File: src/rtl/pvt_frame_packer.sv
// pvt_frame_packer: buffers 16-bit PVT samples and serialises each as a
// 5-byte frame (HEADER, SEQ, data hi, data lo, CHK) through the uart_tx start/busy handshake.
module pvt_frame_packer #(
    parameter int unsigned DEPTH  = 4,
    parameter logic [7:0]  HEADER = 8'hA5
) (
    input  logic        clk,
    input  logic        rst,
    input  logic        sample_valid,
    input  logic [15:0] sample_data,
    output logic        sample_ready,
    output logic        tx_start,
    output logic [7:0]  tx_data,
    input  logic        tx_busy,
    output logic        frame_active,
    output logic        overflow
);

    localparam int unsigned AW = $clog2(DEPTH);

    typedef enum logic [2:0] {
        IDLE,
        LOAD,
        SEND,
        WAIT_ACK,
        WAIT_DONE
    } state_t;

    state_t state, state_nxt;

    logic [15:0] mem [DEPTH];
    logic [AW:0] wr_ptr, rd_ptr;
    logic        full, empty, push, pop;

    logic [15:0] samp_q;
    logic [7:0]  chk_q;
    logic [7:0]  seq_q;
    logic [2:0]  idx_q, idx_nxt;
    logic [7:0]  byte_sel;
    logic        seq_inc;

    // Extra wrap bit on each pointer distinguishes full from empty.
    assign full  = (wr_ptr[AW] != rd_ptr[AW]) && (wr_ptr[AW-1:0] == rd_ptr[AW-1:0]);
    assign empty = (wr_ptr == rd_ptr);
    assign push  = sample_valid && !full;
    assign pop   = (state == LOAD);

    assign sample_ready = !full;
    assign frame_active = (state != IDLE);

    always_ff @(posedge clk) begin
        if (push) begin
            mem[wr_ptr[AW-1:0]] <= sample_data;
        end
    end

    always_ff @(posedge clk) begin
        if (rst) begin
            wr_ptr   <= '0;
            rd_ptr   <= '0;
            overflow <= 1'b0;
        end else begin
            if (push) begin
                wr_ptr <= wr_ptr + {{AW{1'b0}}, 1'b1};
            end
            if (pop) begin
                rd_ptr <= rd_ptr + {{AW{1'b0}}, 1'b1};
            end
            if (sample_valid && full) begin
                overflow <= 1'b1;
            end
        end
    end

    always_comb begin
        state_nxt = state;
        idx_nxt   = idx_q;
        seq_inc   = 1'b0;
        case (state)
            IDLE: begin
                if (!empty) begin
                    state_nxt = LOAD;
                end
            end
            LOAD: begin
                idx_nxt   = '0;
                state_nxt = SEND;
            end
            SEND: begin
                state_nxt = WAIT_ACK;
            end
            WAIT_ACK: begin
                if (tx_busy) begin
                    state_nxt = WAIT_DONE;
                end
            end
            WAIT_DONE: begin
                if (!tx_busy) begin
                    if (idx_q == 3'd4) begin
                        seq_inc   = 1'b1;
                        state_nxt = IDLE;
                    end else begin
                        idx_nxt   = idx_q + 3'd1;
                        state_nxt = SEND;
                    end
                end
            end
            default: begin
                state_nxt = IDLE;
            end
        endcase
    end

    // Byte for the upcoming SEND; header needs no latched data, so LOAD->SEND is safe.
    always_comb begin
        byte_sel = chk_q;
        case (idx_nxt)
            3'd0:    byte_sel = HEADER;
            3'd1:    byte_sel = seq_q;
            3'd2:    byte_sel = samp_q[15:8];
            3'd3:    byte_sel = samp_q[7:0];
            default: byte_sel = chk_q;
        endcase
    end

    always_ff @(posedge clk) begin
        if (rst) begin
            state    <= IDLE;
            idx_q    <= '0;
            seq_q    <= '0;
            samp_q   <= '0;
            chk_q    <= '0;
            tx_start <= 1'b0;
            tx_data  <= '0;
        end else begin
            state    <= state_nxt;
            idx_q    <= idx_nxt;
            tx_start <= (state_nxt == SEND);
            if (state_nxt == SEND) begin
                tx_data <= byte_sel;
            end
            if (state == LOAD) begin
                samp_q <= mem[rd_ptr[AW-1:0]];
                chk_q  <= seq_q ^ mem[rd_ptr[AW-1:0]][15:8] ^ mem[rd_ptr[AW-1:0]][7:0];
            end
            if (seq_inc) begin
                seq_q <= seq_q + 8'd1;
            end
        end
    end

endmodule

File: config.mk
export PLATFORM = sky130hd
export DESIGN_NAME = pvt_frame_packer
export DESIGN_NICKNAME = d
export VERILOG_FILES = /design/src/rtl/pvt_frame_packer.sv
export SDC_FILE = /design/constraint.sdc
export NUM_CORES = 1
export LEC_CHECK = 0
export BUFFER_PORTS_ARGS = -buffer_cell sky130_fd_sc_hd__buf_2
export CAP_MARGIN = 10
export CORE_UTILIZATION = 60
export DETAILED_ROUTE_END_ITERATION = 10
export PLACE_DENSITY = 0.89
export SYNTH_ARGS = -nofsm -noshare
export SYNTH_HDL_FRONTEND = slang
export SYNTH_SLANG_ARGS = --single-unit
File: constraint.sdc
create_clock -name clk -period 2.6 [get_ports clk]
set_input_delay 0.26 -clock clk [delete_from_list [all_inputs] [get_ports clk]]
set_output_delay 0.26 -clock clk [all_outputs]
set_load 0.01 [all_outputs]
* Word level (Yosys, flattened, before mapping)
Memory sizes are Yosys's and may differ from the RTL's. A register that Yosys moved wholly into a read port is not among the register bits.
Index checks and enable logic that the tools add are counted.
W data, S select, Z words.
** Storage, ports and cells
- Register bits :: 54
- Memory bits (writable) :: 64
- Input bits :: 20
- Output and inout port bits :: 12
- Logic and storage cells :: 52
- Memories kept :: 1
** Operators by class
- $add $sub $neg :: 4
- Equal/unequal tests :: 12
- Multiplexer cells :: 16
- Bitwise gates (word level) :: 2
- Reductions and logical operators :: 7
** Memory list
- mem :: words 4, width 16, read ports 1, clocked after memory_dff 1, wr ports 1, line 31 : logic [15:0] mem [DEPTH];
** Operators with widths (count)
- $pmux W8 S4 :: 1
- $xor A8 B8 Y8 :: 2
- $eq A3 B2 Y1 const B :: 5
- $mux W3 :: 5
- $pmux W3 S5 :: 1
- $add A3 B1 Y3 const B :: 3
- $add A8 B1 Y8 const B :: 1
- $eq A3 B1 Y1 const B :: 2
- $eq A3 B3 Y1 const B :: 2
- $logic_not A3 Y1 :: 2
- $mux W2 :: 3
- $pmux W3 S2 :: 1
- $mux W1 :: 5
- $eq A3 B3 Y1 :: 1
- $logic_and A1 B1 Y1 :: 3
- $reduce_bool A3 Y1 :: 1
- $eq A2 B2 Y1 :: 1
- $logic_not A1 Y1 :: 1
- $ne A1 B1 Y1 :: 1

* Logic depth before layout (Yosys ltp)
Gate-level depths: netlist (run 1).
- Depth after elaboration :: 6
- Depth in mapped cells :: 7
- Mapped depth without buffers :: 7

* Worst setup path before layout (run 1)
OpenSTA, ideal clock, no wires.
- Path type :: reg2reg
- Start :: register with a tool-made name
- End :: register chk_q[6]
- Setup time :: 0.071 ns
- Data arrival time :: 1.851 ns
- Data required time :: 2.529 ns
- Setup slack :: 0.678 ns
- Stages on the path, launching flop included :: 8
- Path buffers :: 2
- Period minus slack after synthesis :: 1.922 ns
- Cell sequence :: dfxtp_1 buf_2 buf_2 mux4_2 xnor2_1 xnor2_1 nand2_1 a21oi_1
** RTL lines
- end signal: assignment :: line 144 : chk_q <= seq_q ^ mem[rd_ptr[AW-1:0]][15:8] ^ mem[rd_ptr[AW-1:0]][7:0];
- end: declaration :: line 36 : logic [7:0] chk_q;

* Worst setup path in the final report (run 1)
- Start :: register idx_q[0]
- End :: register tx_data[0]
** Between the ends
- Word-level cells in the longest chain between the ends :: 6
- Elaborated cells between the ends (all ways) :: 14
- Classes of those cells :: add/sub (1); eq/ne (5); mux (7); reduce/logical (1)
** RTL lines
- start: declaration :: line 38 : logic [2:0] idx_q, idx_nxt;
- start signal: assignment :: line 137 : idx_q <= idx_nxt;
- $add A3 B1 Y3 / $eq A3 B3 Y1 (equally long branches) :: line 103, 99
- $mux W3 :: line 99 : if (idx_q == 3'd4) begin
- $mux W3 :: line 98 : if (!tx_busy) begin
- $pmux W3 S2 :: line 79 : case (state)
- $eq A3 B2 Y1 (tied with other cells) :: line 117 : case (idx_nxt)
- $pmux W8 S4 :: line 117
- end signal: assignment :: line 140 : tx_data <= byte_sel;
- end: declaration :: line 13 : output logic [7:0] tx_data,
Parallel ways exist; a longest one is shown, timed or not.
A chain may end at the register's enable or synchronous reset.

==> reports/summary.txt, run 1 <==
vias in the first global route = 3371
share of the yosys chip area belonging to registers = 61.6%
wire length per cell = 19.6 um
worst-path maximum fanout = 9
Post-synth EDFFs = 64
Avg Cell Area, Syn = 12.5 um^2
drc violations = 0
n_diodes = 0
Max-cap violations = 0
RD Place Congestion = 0.908
HP Class = primary input to register
syn_nets = 424
overall routing resource usage = 28.8%
Clk pin slew, worst setup/hold paths = 60 ps
async set-or-reset flop fraction in the synthesized netlist = 0%
largest net degree at the start of global routing = 28
Post-Route Utilization = 75.6%
critical path type = register to register
skew final = 14.4 ps
Layout area overhead = 20.0%
clk sink count = 120
leak pwr = 2.11 nW
post-DP HPWL = 6590 um
die height = 92.8 um
slowest stage cell, crit path = a21oi_1
Yosys warning total = 0
clk_lat worst skew = 530 ps
Fmax = 449 MHz
CP Data Arrival Time = 2650 ps
H-tree levels = 4
commonest non-fill, non-tap cells in the layout = edfxtp_1, nand2_1, dfxtp_1
first-pass GRT wire length = 17500 um
DR vias/cell = 6.05
die area = 8610 um^2
DRT Pass-1 Iters = 5
Distinct cells, synth = 46
cts bufs inserted = 17
CP Capture Type = register
status = finished clean
Cell Area, Synth = 4940 um^2
post-CTS sizing = 0
final-report hold violation count = 0
final setup fails = 0
die width = 92.8 um
filler cell count = 477
Hold Slack = 21.7 ps
area of the core = 7850 um^2
Layout Cells excl Fill = 566
Area contributors post-synth = edfxtp_1, dfxtp_1, mux4_2, nand2_1, xnor2_1
Initial Util = 63.0%
final setup TNS = 0 ps
IO Port Bufs = 31
post-synthesis cell count = 396
CP Launch Type = register
# nets final = 480
Slew HR = 54.6%
postcts setup bufs = 0
Final Max Tran Viols = 0
CTS tree = done
share of cells above drive strength 1 = 20.7%
top_reg_cell synth = edfxtp_1
Final Cell Area = 5930 um^2
top cell type by total area after synthesis = edfxtp_1
Hold Buf Count CTS = 16
Cell Area, Placed = 5210 um^2
Worst VDD drop = 0.725 mV
Cell Pwr Density = 1030 nW/um^2
vias = 3423
placed cell count = 519
commonest non-fill, non-tap cell in the layout = edfxtp_1
initial antenna violation count = 0
boundary pin count = 32
ANT nets after route = 0
sequence of cells on the critical path = inv_1 -> ha_1 -> nand3b_1 -> o21ai_0 -> a21oi_1 -> nor2_1 -> a221oi_1
GRT overflow = 0
critical path's largest stage delay = 570 ps
initial DRC count = 327
Rows = 32
CTS root buffer = clkbuf_8
Req. time, crit path = 3020 ps
top cell type's share of synthesized area = 38.9%
Max clock buf depth = 2
Tcrit/Tclk final = 85.7%
actual slew at the worst max-slew pin = 681 ps
final WL = 11100 um
Tmin final = 2230 ps
unrepaired setup endpoints after global routing = false
Seq cells post-synth = 120
[power by group]
group	switching, W	internal, W
combinational	0.000795	0.000616
clock	0.000858	0.00137
sequential	0.000198	0.00227
total	0.00185	0.00425
[state kept, by name (all words and copies together), names as in the netlist, named ones only]
signal and count:
samp_q 16, tx_data 8, seq_q 8, chk_q 8, wr_ptr 3, overflow 1, mem 64, state 3
rd_ptr 3, idx_q 3, tx_start 1
[area by class of cell]
cell class,count,area (um^2),share of cell area [%]
multi-input combinational,249,1780,30.0
clock inverter,13,148,2.49
inverter,7,26.3,0.443
sequential,120,3040,51.3
clock buffer,18,418,7.04
tap,102,128,2.15
timing repair buffer,57,390,6.58
[metrics by stage]
stage,setup slack [ps],power (W)
after floorplan,678,0.00347
after global placement,664,0.00376
after detailed placement,499,0.00383
after CTS,436,0.00609
after global routing,217,0.00637
final,371,0.00610
[kinds of logic (layout without fill, tap and decap cells)]
kind of cell    count (synthesis)  in the layout  share of synthesized area, %
flops                         120            120                          61.6
simple gates                  118            118                          10.9
compound gates                 71             71                          9.11
xor+xnor                       30             30                          5.32
buf+inv                        27             95                          2.53
mux                            22             22                          8.53
fa+ha+maj                       8              8                          2.02
[cells in the mapped netlist, drive strengths merged, types with 8 or more instances]
library cell	number
a21oi	37
buf	10
clkbuf	10
dfxtp	56
edfxtp	64
ha	8
mux4	16
nand2	62
nand3	9
nor2	25
o221ai	8
xnor2	22
xor2	8
[worst paths after layout]
check | start | to | slack [ps] | cells after the start
max | idx_q[0]$_SDFF_PP0_ | tx_data[0]$_SDFFE_PP0P_ | 370 | 7
min | sample_valid | overflow$_SDFFE_PP0P_ | 20 | 3
max reg2reg | idx_q[0]$_SDFF_PP0_ | tx_data[0]$_SDFFE_PP0P_ | 370 | 7
min reg2reg | samp_q[0]$_SDFFE_PP0N_ | samp_q[0]$_SDFFE_PP0N_ | 460 | 2
[worst max-delay path: cells and delay by family, from the launching register on]
kind	cells	cell delay, ps
AO/OA/AOI/OAI	3	1000
adder cells (fa/ha/maj)	1	250
buffers and inverters	1	150
flip-flops	1	360
AND/OR/NAND/NOR	2	360
[metal layers]
metal	vias up	wire length [um]	track usage, %
met5	-	0	0
met4	0	304	13.7
met3	31	780	8.46
met2	166	5920	49.9
met1	1670	4110	32.5
li1	1556	-	-
Note: power is estimated with default switching activity, not from simulation.
==> inputs of run 2 (changes only) <==
--- a/config.mk
+++ b/config.mk
@@ -9,6 +9,7 @@
 export CAP_MARGIN = 10
 export CORE_UTILIZATION = 60
 export DETAILED_ROUTE_END_ITERATION = 10
+export GPL_TIMING_DRIVEN = 0
 export PLACE_DENSITY = 0.89
 export SYNTH_ARGS = -nofsm -noshare
 export SYNTH_HDL_FRONTEND = slang
==> run 2 against run 1 <==
Net effect:
- flip-flop and latch count stayed put
- total power is 4.4% higher
- global-route usage is 2.0 points higher
- first-iteration DRC count is 33% higher
- largest cell class unchanged
- largest power group unchanged
==> reports/summary.txt, run 2 (synthesis results as in run 1) <==
status = finished clean
Tmin final = 2430 ps (+206 ps)
CP Launch Type = register
Reg2Reg Depth = 7 (unchanged)
vias in the first global route = 3681 (+9.2%)
CP delay by family, top = buffers and inverters
area of the core = 7850 um^2 (unchanged)
Cell Pwr Density = 1060 nW/um^2 (+3.5%)
overall routing resource usage = 30.8% (+2.0 points)
# nets final = 490 (+2.1%)
Layout area overhead = 21.1%
postcts setup bufs = 0 (unchanged)
clk_lat worst skew = 530 ps (about the same)
critical path's largest stage delay = 580 ps (about the same)
Fmax = 411 MHz (-8.5%)
Post-Route Utilization = 76.3% (+0.67 points)
post-DP HPWL = 7100 um (+7.8%)
Clk pin slew, worst setup/hold paths = 60 ps (about the same)
final setup fails = 0 (unchanged)
first-pass GRT wire length = 19100 um (+8.6%)
sequence of cells on the critical path = clkbuf_1 -> clkbuf_1 -> mux4_2 -> xnor2_1 -> xnor2_1 -> nand2_1 -> a21oi_1
actual slew at the worst max-slew pin = 912 ps (+232 ps)
Worst VDD drop = 0.832 mV (+15%)
IO Port Bufs = 31 (unchanged)
pre-CTS setup slack = 351 ps (-148 ps)
Initial Util = 63.0% (unchanged)
CTS root buffer = clkbuf_8
Max-cap violations = 0 (unchanged)
r2r setup slk = 170 ps (-210 ps)
die area = 8610 um^2 (unchanged)
final setup TNS = 0 ps (unchanged)
RD Place Congestion = 0.843 (-7.2%)
share of cells above drive strength 1 = 19.2% (-1.5 points)
CP Data Arrival Time = 2880 ps (+230 ps)
CP Capture Type = register
largest net degree at the start of global routing = 18 (-36%)
max reg flops = 64 (unchanged)
leak pwr = 2.14 nW (+1.4%)
initial DRC count = 434 (+33%)
skew final = 9.45 ps (-4.99 ps)
DR vias/cell = 6.31 (+4.3%)
Hold Path Sink = overflow$_SDFFE_PP0P_
drc violations = 0 (unchanged)
wire length per cell = 21.5 um (+9.4%)
die width = 92.8 um (unchanged)
final-report hold violation count = 0 (unchanged)
Rows = 32 (unchanged)
commonest non-fill, non-tap cells in the layout = edfxtp_1, nand2_1, dfxtp_1
unrepaired setup endpoints after global routing = false
cts bufs inserted = 17 (unchanged)
Layout Cells excl Fill = 577 (+1.9%)
Buf/Inv on CP = 2 (+1)
vias = 3640 (+6.3%)
capturing point of the worst reg2reg path = chk_q[5]$_SDFFE_PP0N_
Tcrit/Tclk final = 93.6% (+7.9 points)
commonest non-fill, non-tap cell in the layout = edfxtp_1
post-CTS sizing = 0 (unchanged)
initial antenna violation count = 0 (unchanged)
die height = 92.8 um (unchanged)
H-tree levels = 4 (unchanged)
placed cell count = 529 (+1.9%)
hold depth = 3 (unchanged)
boundary pin count = 32 (unchanged)
Final Max Tran Viols = 0 (unchanged)
Hold Buf Count CTS = 16 (unchanged)
slowest stage cell, crit path = clkbuf_1
ANT nets after route = 0 (unchanged)
Hold Startpoint = sample_valid
Final Power = 0.00636 W (+4.4%)
clk sink count = 120 (unchanged)
HP Class = primary input to register
n_diodes = 0 (unchanged)
worst setup margin = 165 ps (-206 ps)
Max clock buf depth = 2 (unchanged)
Req. time, crit path = 3050 ps (+30 ps)
DRT Pass-1 Iters = 5 (unchanged)
worst-path maximum fanout = 10 (+1)
critical path type = register to register
Slew HR = 39.2% (-15 points)
final WL = 12400 um (+12%)
CTS tree = done
GRT overflow = 0 (unchanged)
run 2: worst max-delay path by stage:
stage          slack, ps                     to  depth (start not counted)  startpoint
3_3_place_gp         420  chk_q[6]$_SDFFE_PP0N_                          7    register
3_5_place_dp         350  chk_q[5]$_SDFFE_PP0N_                          7    register
4_1_cts              190  chk_q[5]$_SDFFE_PP0N_                          7    register
2_1_floorplan        680  chk_q[6]$_SDFFE_PP0N_                          7    register
5_1_grt              120  chk_q[5]$_SDFFE_PP0N_                          7    register
6_report             170  chk_q[5]$_SDFFE_PP0N_                          7    register
run 2: report_power, final:
group | switching [W] | total (W) | internal (W)
clock | 0.000833 | 0.00239 | 0.00156
combinational | 0.000913 | 0.00155 | 0.000637
sequential | 0.000156 | 0.00242 | 0.00227
total | 0.00190 | 0.00636 | 0.00446
run 2: metal layers:
metal,vias up,track usage [%],part of all wire (%),wire length (um)
met5,-,0,0,0
met4,0,14.4,3.8,469
met3,64,8.70,7.7,955
met2,239,53.4,52,6420
met1,1761,35.2,37,4550
li1,1576,-,-,-
run 2: through the flow:
step,area (um^2),hold slack (ps)
after CTS,5990,32.7
after global routing,5990,72.3
after global placement,5230,440
final,5990,40.8
after floorplan,4940,359
after detailed placement,5230,448
run 2: final cells by class:
| type | instances | area (um^2) |
|---|---|---|
| sequential | 120 | 3040 |
| clock inverter | 9 | 121 |
| timing repair buffer | 47 | 315 |
| multi-input combinational | 249 | 1780 |
| tap | 102 | 128 |
| inverter | 7 | 26.3 |
| fill | 458 | 1860 |
| buffer | 20 | 98.8 |
| clock buffer | 23 | 478 |
run 2: tightest hold or removal path: stages:
cell and delay, ps:
buf_2 130, a21oi_1 70, nor2_1 70
==> inputs of run 3 (changes only) <==
--- a/config.mk
+++ b/config.mk
@@ -5,6 +5,7 @@
 export SDC_FILE = /design/constraint.sdc
 export NUM_CORES = 1
 export LEC_CHECK = 0
+export ABC_AREA = 1
 export BUFFER_PORTS_ARGS = -buffer_cell sky130_fd_sc_hd__buf_2
 export CAP_MARGIN = 10
 export CORE_UTILIZATION = 60
==> run 3 against run 2 <==
Net effect:
- global-route usage down 0.29 points
- clock skew fell by 2.3 ps
- die area is 4.3% higher
- largest power group unchanged
==> reports/summary.txt, run 3 <==
# nets final = 616 (+26%)
wire length per cell = 17.7 um (-17%)
skew final = 7.12 ps (-2.34 ps)
IO Port Bufs = 30 (-3.2%)
overall routing resource usage = 30.5% (-0.29 points)
CP delay by family, top = simple AND/OR/NAND/NOR gates
Max clock buf depth = 2 (unchanged)
Area contributors post-synth = edfxtp_1, dfxtp_1, nand2_1, a21oi_1, nand3_1
Tcrit/Tclk final = 78.4% (-15 points)
CP Data Arrival Time = 2180 ps (-700 ps)
slowest stage cell, crit path = nor2_2
initial DRC count = 280 (-35%)
final setup TNS = 0 ps (unchanged)
DR vias/cell = 5.87 (-6.9%)
die area = 8980 um^2 (+4.3%)
Buf/Inv on CP = 0 (-2)
Final Max Tran Viols = 0 (unchanged)
CTS tree = done
hold depth = 3 (unchanged)
Worst VDD drop = 0.750 mV (-9.8%)
Hold Path Sink = overflow$_SDFFE_PP0P_
r2r startpoint = rd_ptr[2]$_SDFFE_PP0N_
Hold Startpoint = sample_valid
leak pwr = 2.50 nW (+17%)
first-pass GRT wire length = 20100 um (+5.5%)
DRT Pass-1 Iters = 6 (+1)
Cell Pwr Density = 993 nW/um^2 (-6.6%)
cts bufs inserted = 17 (unchanged)
Seq cells post-synth = 120 (unchanged)
Fmax = 491 MHz (+19%)
Initial Util = 62.5% (-0.48 points)
top cell type's share of synthesized area = 37.2% (-1.6 points)
die width = 94.8 um (+2.1%)
max reg flops = 64 (unchanged)
initial antenna violation count = 0 (unchanged)
post-synthesis compound-gate area fraction = 13.2% (+4.1 points)
r2r setup slk = 560 ps (+400 ps)
CTS root buffer = clkbuf_8
worst-path maximum fanout = 16 (+6)
top cell type by total area after synthesis = edfxtp_1
Synth Area in XOR/XNOR = 2.54% (-2.8 points)
Yosys warning total = 0 (unchanged)
largest net degree at the start of global routing = 17 (-1)
post-DP HPWL = 7770 um (+9.4%)
critical path type = register to register
status = finished clean
Synth top cells by count = nand2_1, edfxtp_1, a21oi_1, dfxtp_1, nand3_1
ANT nets after route = 0 (unchanged)
vias in the first global route = 4155 (+13%)
final WL = 12500 um (+1.1%)
final setup fails = 0 (unchanged)
final-report hold violation count = 0 (unchanged)
Req. time, crit path = 2740 ps (-310 ps)
area of the core = 8260 um^2 (+5.2%)
Post-synth EDFFs = 64 (unchanged)
Distinct cells, synth = 37 (-20%)
capturing point of the worst reg2reg path = mem[0][3]$_DFFE_PP_
share of the yosys chip area belonging to registers = 58.9% (-2.6 points)
syn_nets = 550 (+30%)
async set-or-reset flop fraction in the synthesized netlist = 0% (unchanged)
Cell Area, Synth = 5160 um^2 (+4.4%)
commonest non-fill, non-tap cells in the layout = nand2_1, edfxtp_1, a21oi_1, dfxtp_1, nand3_1
Avg Cell Area, Syn = 9.89 um^2 (-21%)
main combinational cell family by area after synthesis = simple AND/OR/NAND/NOR gates
vias = 4146 (+14%)
Rows = 33 (+3.1%)
commonest non-fill, non-tap cell in the layout = nand2_1
Post-Route Utilization = 75.3% (-0.94 points)
critical path's largest stage delay = 790 ps (+210 ps)
Post-Synth Simple-Gate Area = 17.5% (+6.6 points)
synthesized-area fraction occupied by adder cells = 1.94% (-0.086 points)
Slew HR = 36.2% (-3.0 points)
Setup crit start = rd_ptr[2]$_SDFFE_PP0N_
Tmin final = 2040 ps (-396 ps)
unrepaired setup endpoints after global routing = false
actual slew at the worst max-slew pin = 956 ps (+43.5 ps)
Clk pin slew, worst setup/hold paths = 60 ps (about the same)
n_diodes = 0 (unchanged)
Layout area overhead = 20.5%
Reg2Reg Depth = 4 (-3)
CP Launch Type = register
die height = 94.8 um (+2.1%)
sequence of cells on the critical path = xor2_1 -> nand3_1 -> nand2_1 -> nor2_2
boundary pin count = 32 (unchanged)
count leader, synth = nand2_1
H-tree levels = 4 (unchanged)
HP Class = primary input to register
drc violations = 0 (unchanged)
post-synthesis cell count = 522 (+32%)
RD Place Congestion = 0.871 (+3.3%)
Max-cap violations = 0 (unchanged)
mux cell area share after synthesis = 0% (-8.5 points)
clk_lat worst skew = 520 ps (about the same)
CP Capture Type = register
GRT overflow = 0 (unchanged)
share of cells above drive strength 1 = 18.3% (-0.86 points)
clk sink count = 120 (unchanged)
top_reg_cell synth = edfxtp_1
[run 3: cell count changes after synthesis, moves of 6 or more]
cell	change
a21oi_1	+19
a32o_1	+6
inv_1	+24
inv_2	+10
mux4_2	-16
nand2_1	+43
nand3_1	+33
nor2_1	-9
o211ai_1	+7
o21ai_0	+17
o21ai_1	+11
o221ai_1	-8
xnor2_1	-18
[run 3: how the worst max path moves through the flow]
stage                                         to  slack [ps]  depth (start not counted)
after floorplan           wr_ptr[2]$_SDFFE_PP0P_         590                          7
after global placement    wr_ptr[2]$_SDFFE_PP0P_         100                          7
after detailed placement     mem[1][2]$_DFFE_PP_         580                          4
after CTS                    mem[1][1]$_DFFE_PP_         560                          4
after global routing         mem[2][1]$_DFFE_PP_         420                          4
final                        mem[0][3]$_DFFE_PP_         560                          4
[run 3: final cells by class]
| class | instances | area (um^2) |
|---|---|---|
| fill | 524 | 2040 |
| clock buffer | 18 | 418 |
| timing repair buffer | 47 | 325 |
| clock inverter | 14 | 174 |
| multi-input combinational | 336 | 1830 |
| sequential | 120 | 3040 |
| buffer | 25 | 148 |
| inverter | 41 | 154 |
| tap | 105 | 131 |
[run 3: power breakdown]
| part | leakage [nW] | switching, W | internal (W) |
|---|---|---|---|
| Clock | 0.278 | 0.000888 | 0.00146 |
| Combinational | 1.18 | 0.000917 | 0.000492 |
| Sequential | 1.04 | 0.000157 | 0.00226 |
[run 3: worst register-to-register path: stages, from the launching register on]
cell,delay (ps)
dfxtp_1,330
xor2_1,220
nand3_1,120
nand2_1,200
nor2_2,790
[run 3: logic make-up (layout without fill, tap and decap cells)]
group           after synthesis  after routing
fa+ha+maj                     8              8
compound gates              118            118
flops                       120            120
simple gates                195            195
xor+xnor                     15             15
buf+inv                      66            145
[run 3: repair_timing]
item | 4_1_cts | 5_1_grt
buffers inserted | 0 | 0
resized for setup | 0 | 0
hold buffers | 16 | 0
hold endpoints to repair | 64 | 0
[run 3: per-stage QoR]
| step | hold slack (ps) | area (um^2) | instances | worst slack, ps | total power, W |
|---|---|---|---|---|---|
| after global placement | 437 | 5440 | 657 | 97.3 | 0.00369 |
| after global routing | 59.1 | 6220 | 706 | 415 | 0.00641 |
| final | 31.5 | 6220 | 706 | 562 | 0.00618 |
| after floorplan | 359 | 5160 | 522 | 590 | 0.00337 |
| after detailed placement | 450 | 5470 | 658 | 576 | 0.00377 |
| after CTS | 19.8 | 6220 | 706 | 563 | 0.00613 |
[run 3: per-layer routing]
layer | track usage, % | vias to the layer above | share of wire [%]
met5 | 0 | - | 0
met4 | 15.3 | 0 | 2.6
met3 | 8.62 | 37 | 7.3
met2 | 53.7 | 222 | 51
met1 | 33.6 | 1949 | 39
li1 | - | 1938 | -
